`config.mk`:
```
export PLATFORM = sky130hd
export DESIGN_NAME = serial_subtractor
export DESIGN_NICKNAME = d
export VERILOG_FILES = /design/src/rtl/serial_sub_pkg.sv /design/src/rtl/full_subtractor_bit.sv /design/src/rtl/serial_subtractor.sv
export SDC_FILE = /design/constraint.sdc
export NUM_CORES = 1
export LEC_CHECK = 0
export CELL_PAD_IN_SITES_DETAIL_PLACEMENT = 0
export CELL_PAD_IN_SITES_GLOBAL_PLACEMENT = 1
export CORE_MARGIN = 4
export CORE_UTILIZATION = 43
export CTS_CLUSTER_DIAMETER = 80
export DETAILED_ROUTE_END_ITERATION = 6
export GPL_TIMING_DRIVEN = 0
export PLACE_DENSITY_LB_ADDON = 0.2
export SYNTH_ARGS = -nofsm -noshare
export SYNTH_HDL_FRONTEND = slang
export SYNTH_HIERARCHICAL = 1
export SYNTH_SLANG_ARGS = --single-unit
export TNS_END_PERCENT = 20
```
`constraint.sdc`:
```
create_clock -name clk -period 3.6 [get_ports clk]
set_input_delay 0.72 -clock clk [delete_from_list [all_inputs] [get_ports clk]]
set_output_delay 0.72 -clock clk [all_outputs]
set_load 0.01 [all_outputs]
```
`src/rtl/serial_sub_pkg.sv`:
```
// Shared types and defaults for the bit-serial subtractor.
package serial_sub_pkg;

  // Default operand width in bits (legal range 2..32).
  localparam int unsigned SUB_WIDTH_DEFAULT = 8;

  // Control FSM states.
  typedef enum logic [1:0] {
    ST_IDLE  = 2'd0,
    ST_SHIFT = 2'd1,
    ST_DONE  = 2'd2
  } sub_state_e;

endpackage : serial_sub_pkg

```
`src/rtl/full_subtractor_bit.sv`:
```
// One-bit full subtractor: Diff = A - B - Bin, Bout set when a borrow is needed.
module full_subtractor_bit (
  input  logic A,
  input  logic B,
  input  logic Bin,
  output logic Diff,
  output logic Bout
);

  // Difference and borrow-out for a single bit position.
  always_comb begin
    Diff = A ^ B ^ Bin;
    Bout = (~A & B) | (~(A ^ B) & Bin);
  end

endmodule : full_subtractor_bit

```
`src/rtl/serial_subtractor.sv`:
```
// Bit-serial unsigned subtractor: computes A-B LSB-first over WIDTH cycles,
// then publishes Diff/Borrow with a one-cycle done pulse.
module serial_subtractor
  import serial_sub_pkg::*;
#(
  parameter int unsigned WIDTH = SUB_WIDTH_DEFAULT
) (
  input  logic             clk,
  input  logic             rst_n,
  input  logic             start,
  input  logic [WIDTH-1:0] A,
  input  logic [WIDTH-1:0] B,
  output logic             busy,
  output logic             done,
  output logic [WIDTH-1:0] Diff,
  output logic             Borrow
);

  // One extra bit so the counter can represent WIDTH itself.
  localparam int unsigned CNT_W = $clog2(WIDTH) + 1;

  sub_state_e       state_q, state_d;
  logic [WIDTH-1:0] a_q, a_d;
  logic [WIDTH-1:0] b_q, b_d;
  logic [WIDTH-1:0] res_q, res_d;
  logic [WIDTH-1:0] diff_q, diff_d;
  logic [CNT_W-1:0] cnt_q, cnt_d;
  logic             bflop_q, bflop_d;
  logic             borrow_q, borrow_d;
  logic             busy_q, busy_d;
  logic             done_q, done_d;
  logic             bit_diff;
  logic             bit_bout;
  logic             last_bit;

  // Per-bit arithmetic on the current operand LSBs.
  full_subtractor_bit u_bit (
    .A    (a_q[0]),
    .B    (b_q[0]),
    .Bin  (bflop_q),
    .Diff (bit_diff),
    .Bout (bit_bout)
  );

  assign last_bit = (cnt_q == CNT_W'(WIDTH - 1));

  // FSM state register.
  always_ff @(posedge clk or negedge rst_n) begin
    if (!rst_n) begin
      state_q <= ST_IDLE;
    end else begin
      state_q <= state_d;
    end
  end

  // FSM next-state: start is only looked at in IDLE, so it is ignored while busy.
  always_comb begin
    state_d = state_q;
    case (state_q)
      ST_IDLE:  if (start) state_d = ST_SHIFT;
      ST_SHIFT: if (last_bit) state_d = ST_DONE;
      ST_DONE:  state_d = ST_IDLE;
      default:  state_d = ST_IDLE;
    endcase
  end

  // Datapath next-state: operand capture, serial shift, result publication.
  always_comb begin
    a_d      = a_q;
    b_d      = b_q;
    res_d    = res_q;
    cnt_d    = cnt_q;
    bflop_d  = bflop_q;
    diff_d   = diff_q;
    borrow_d = borrow_q;
    done_d   = 1'b0;
    busy_d   = (state_d != ST_IDLE);
    case (state_q)
      ST_IDLE: begin
        if (start) begin
          a_d     = A;
          b_d     = B;
          res_d   = '0;
          cnt_d   = '0;
          bflop_d = 1'b0;
        end
      end
      ST_SHIFT: begin
        res_d   = {bit_diff, res_q[WIDTH-1:1]};
        a_d     = a_q >> 1;
        b_d     = b_q >> 1;
        bflop_d = bit_bout;
        cnt_d   = cnt_q + CNT_W'(1);
      end
      ST_DONE: begin
        diff_d   = res_q;
        borrow_d = bflop_q;
        done_d   = 1'b1;
      end
      default: begin
        done_d = 1'b0;
      end
    endcase
  end

  // Datapath and output registers; reset clears everything immediately.
  always_ff @(posedge clk or negedge rst_n) begin
    if (!rst_n) begin
      a_q      <= '0;
      b_q      <= '0;
      res_q    <= '0;
      cnt_q    <= '0;
      bflop_q  <= 1'b0;
      diff_q   <= '0;
      borrow_q <= 1'b0;
      busy_q   <= 1'b0;
      done_q   <= 1'b0;
    end else begin
      a_q      <= a_d;
      b_q      <= b_d;
      res_q    <= res_d;
      cnt_q    <= cnt_d;
      bflop_q  <= bflop_d;
      diff_q   <= diff_d;
      borrow_q <= borrow_d;
      busy_q   <= busy_d;
      done_q   <= done_d;
    end
  end

  assign busy   = busy_q;
  assign done   = done_q;
  assign Diff   = diff_q;
  assign Borrow = borrow_q;

endmodule : serial_subtractor

```
==> impl_metrics.sql <==
INSERT INTO impl_metrics (metric_group, metric, value, unit) VALUES
('worst_setup_path', 'crit_path_start_kind', 'flop', ''),
('place', 'final_hpwl_dp', '2.37', 'mm'),
('hold_path', 'min-delay-path-class', 'flop to flop', ''),
('die', 'floorplan.core_area', '3800', 'um2'),
('clock_network', 'cts_num_sinks', '42', ''),
('detailed_routing', 'detail_route.vias_per_cell', '5.19', ''),
('detailed_routing', 'route.final.wire_length', '3.28', 'mm'),
('power', 'share_seq_of_total_power', '0.463', ''),
('run_status', 'status', 'finished, final reports clean', ''),
('global_route', 'first_pass_grt_wire_length', '5.73', 'mm'),
('timing', 'fin_setup_tns', '0', 'ps'),
('worst_setup_path', 'critPathKind', 'flop to output pin', ''),
('timing', 'maximum_achievable_frequency', '529', 'MHz'),
('clock_network', 'cts_root_buffer', 'sky130_fd_sc_hd__clkbuf_8', ''),
('synthesis', 'synth.net_count', '184', ''),
('timing', 'fin_worst_skew', '4.92', 'ps'),
('flow_run', 'drv_cap', '0', ''),
('synthesis', 'yosysTopAreaCellShare', '0.603', ''),
('layout', 'num_antenna_cells', '0', ''),
('clock_network', 'ctsLongestPathBuffers', '2', ''),
('die', 'floorplan.initialDensity', '0.459', ''),
('clock_network', 'hold_buffers', '0', ''),
('timing', 'tightest_pin_transition', '920', 'ps'),
('synthesis', 'ys_dominant_reg_cell', 'sky130_fd_sc_hd__dfrtp_1', ''),
('clock_network', 'tritoncts', 'done', ''),
('die', 'ioPinCount', '30', ''),
('power', 'pwr-share-comb', '0.380', ''),
('worst_setup_path', 'worst_path_dominant_cell_family', 'buffers and inverters', ''),
('global_route', 'first_global_vias', '1298', ''),
('timing', 'final-setup-viol-count', '0', ''),
('worst_setup_path', 'critical-path-slowest-cell', 'sky130_fd_sc_hd__clkdlybuf4s50_1', ''),
('worst_setup_path', 'path_buf_inv', '1', ''),
('die', 'die_height', '71.7', 'um'),
('power', 'power-per-cell-area', '805', 'nW/um2'),
('synthesis', 'synth_common_cells', 'sky130_fd_sc_hd__dfrtp_1 (42), sky130_fd_sc_hd__nand2_1 (42), sky130_fd_sc_hd__nand3_1 (12)', ''),
('place', 'dpl-instance-area', '2090', 'um2'),
('synthesis', 'post_synth_main_area_contributors', 'sky130_fd_sc_hd__dfrtp_1 (60%), sky130_fd_sc_hd__nand2_1 (9.0%), sky130_fd_sc_hd__mux2_2 (5.8%), sky130_fd_sc_hd__nand3_1 (3.4%), sky130_fd_sc_hd__a22oi_1 (3.0%)', ''),
('synthesis', 'count_of_state_elements_after_synthesis', '42', ''),
('worst_setup_path', 'critical_path_peak_fanout', '2', ''),
('synthesis', 'syn_area', '1740', 'um2'),
('timing', 'post-route-period-util', '0.525', ''),
('clock_network', 'clk_latency', '280', 'ps'),
('detailed_routing', 'antenna_violating_nets_left', '0', ''),
('power', 'p_int', '1.14', 'mW'),
('timing', 'timing.final.hold_violations', '0', ''),
('detailed_routing', 'detail_route.wl_per_cell', '13.3', 'um'),
('synthesis', 'synth.yosys.seq_area_share', '0.603', ''),
('layout', 'nets', '220', ''),
('worst_setup_path', 'endpoint_kind', 'output pin', ''),
('detailed_routing', 'via_count', '1282', ''),
('synthesis', 'warnings_from_yosys', '6', ''),
('layout', 'num-fill-cells', '327', ''),
('synthesis', 'post_synth_inst_count', '163', ''),
('clock_network', 'post_cts.resized_instances', '0', ''),
('worst_setup_path', 'cpPeakStageDelay', '540', 'ps'),
('timing', 'grt_setup_unrepaired', 'false', ''),
('power', 'power_switching_share', '0.344', ''),
('clock_network', 'post-cts-setup-buffers', '0', ''),
('layout', 'flow.area_growth_from_synthesis', '24.2', '%'),
('timing', 'timing.slew.headroom', '0.386', ''),
('detailed_routing', 'drt_pass1_iterations', '4', ''),
('global_route', 'number_of_antenna_violations_at_the_first_check_in_global_routing', '0', ''),
('place', 'gpl.final_weighted_congestion', '0.813', ''),
('place', 'numPortBuffers', '29', ''),
('die', 'std_cell_rows', '22', ''),
('clock_network', 'clkSlewWorstSetupHoldPaths', '70', 'ps'),
('detailed_routing', 'detail_route.drc_violations', '0', ''),
('power', 'clockPowerShare', '0.157', ''),
('timing', 'period_needed', '1890', 'ps'),
('die', 'design.die.area', '5140', 'um2'),
('synthesis', 'postSynth.asyncResetShare', '1.00', '');
stage by stage:
step                total power [mW]  hold WS, ps  setup slack, ps  instances  utilization
floorplan                       1.23          424             2090        163            -
global placement                1.45          458              829        240        0.551
detailed placement              1.49          463             1430        240        0.550
CTS                             1.77          475             1700        247        0.570
global route                    1.89          499             1640        247        0.570
finish                          1.74          477             1710        247        0.570
worst paths after layout:
kind | start | end | slack, ps | cells past startpoint
max | Diff[1] | Diff[1] | 1710 | 1
min | cnt_q[3] | state_q[1] | 480 | 1
max reg2reg | state_q[1] | b_q[5] | 2230 | 4
min reg2reg | cnt_q[3] | state_q[1] | 480 | 1
max in group asynchronous | rst_n | cnt_q[1] | 2450 | 1
min in group asynchronous | rst_n | a_q[1] | 570 | 1
state kept, by name (all words and copies together) (netlist names):
register  flops
busy          1
a_q           8
bflop_q       1
res_q         8
Diff          8
b_q           8
cnt_q         4
Borrow        1
state_q       2
done          1
power groups by stage:
stage	registers (mW)	logic, mW	clock network (mW)
2_1_floorplan	0.812	0.417	0
3_3_place_gp	0.802	0.646	0
3_5_place_dp	0.818	0.675	0
4_1_cts	0.808	0.677	0.285
5_1_grt	0.834	0.747	0.305
6_report	0.806	0.663	0.273
kinds of logic after synthesis:
family,Yosys count,share of synthesized area
AO/OA/AOI/OAI,19,0.0761
adder cells (fa/ha/maj),2,0.0187
buffers and inverters,14,0.0431
flip-flops,42,0.603
multiplexers,10,0.0639
AND/OR/NAND/NOR,76,0.195
layout make-up:
type,instances,area (um2),area share
multi-input combinational,107,617,0.285
inverter,5,18.8,0.00867
timing repair buffer,29,285,0.132
clock buffer,7,76.3,0.0353
sequential,42,1050,0.486
tap,48,60.1,0.0277
buffer,9,56.3,0.0260
layout by cell type (no fill, tap or decap), types with 7 or more instances in the layout:
cell type / instances
sky130_fd_sc_hd__a22oi_1: 7
sky130_fd_sc_hd__buf_2: 7
sky130_fd_sc_hd__clkdlybuf4s50_1: 28
sky130_fd_sc_hd__dfrtp_1: 42
sky130_fd_sc_hd__mux2_2: 9
sky130_fd_sc_hd__nand2_1: 42
sky130_fd_sc_hd__nand3_1: 12
sky130_fd_sc_hd__nor2_1: 7
sky130_fd_sc_hd__nor3_1: 8
sky130_fd_sc_hd__o22ai_1: 7
routing by layer:
metal | global-route usage | vias to the layer above | share of wire
met4 | 0.0564 | 0 | 0.018
met1 | 0.168 | 627 | 0.42
li1 | - | 619 | -
met3 | 0.0365 | 7 | 0.043
met5 | 0 | - | 0
met2 | 0.246 | 29 | 0.52
(Power assumes the default switching activity.)
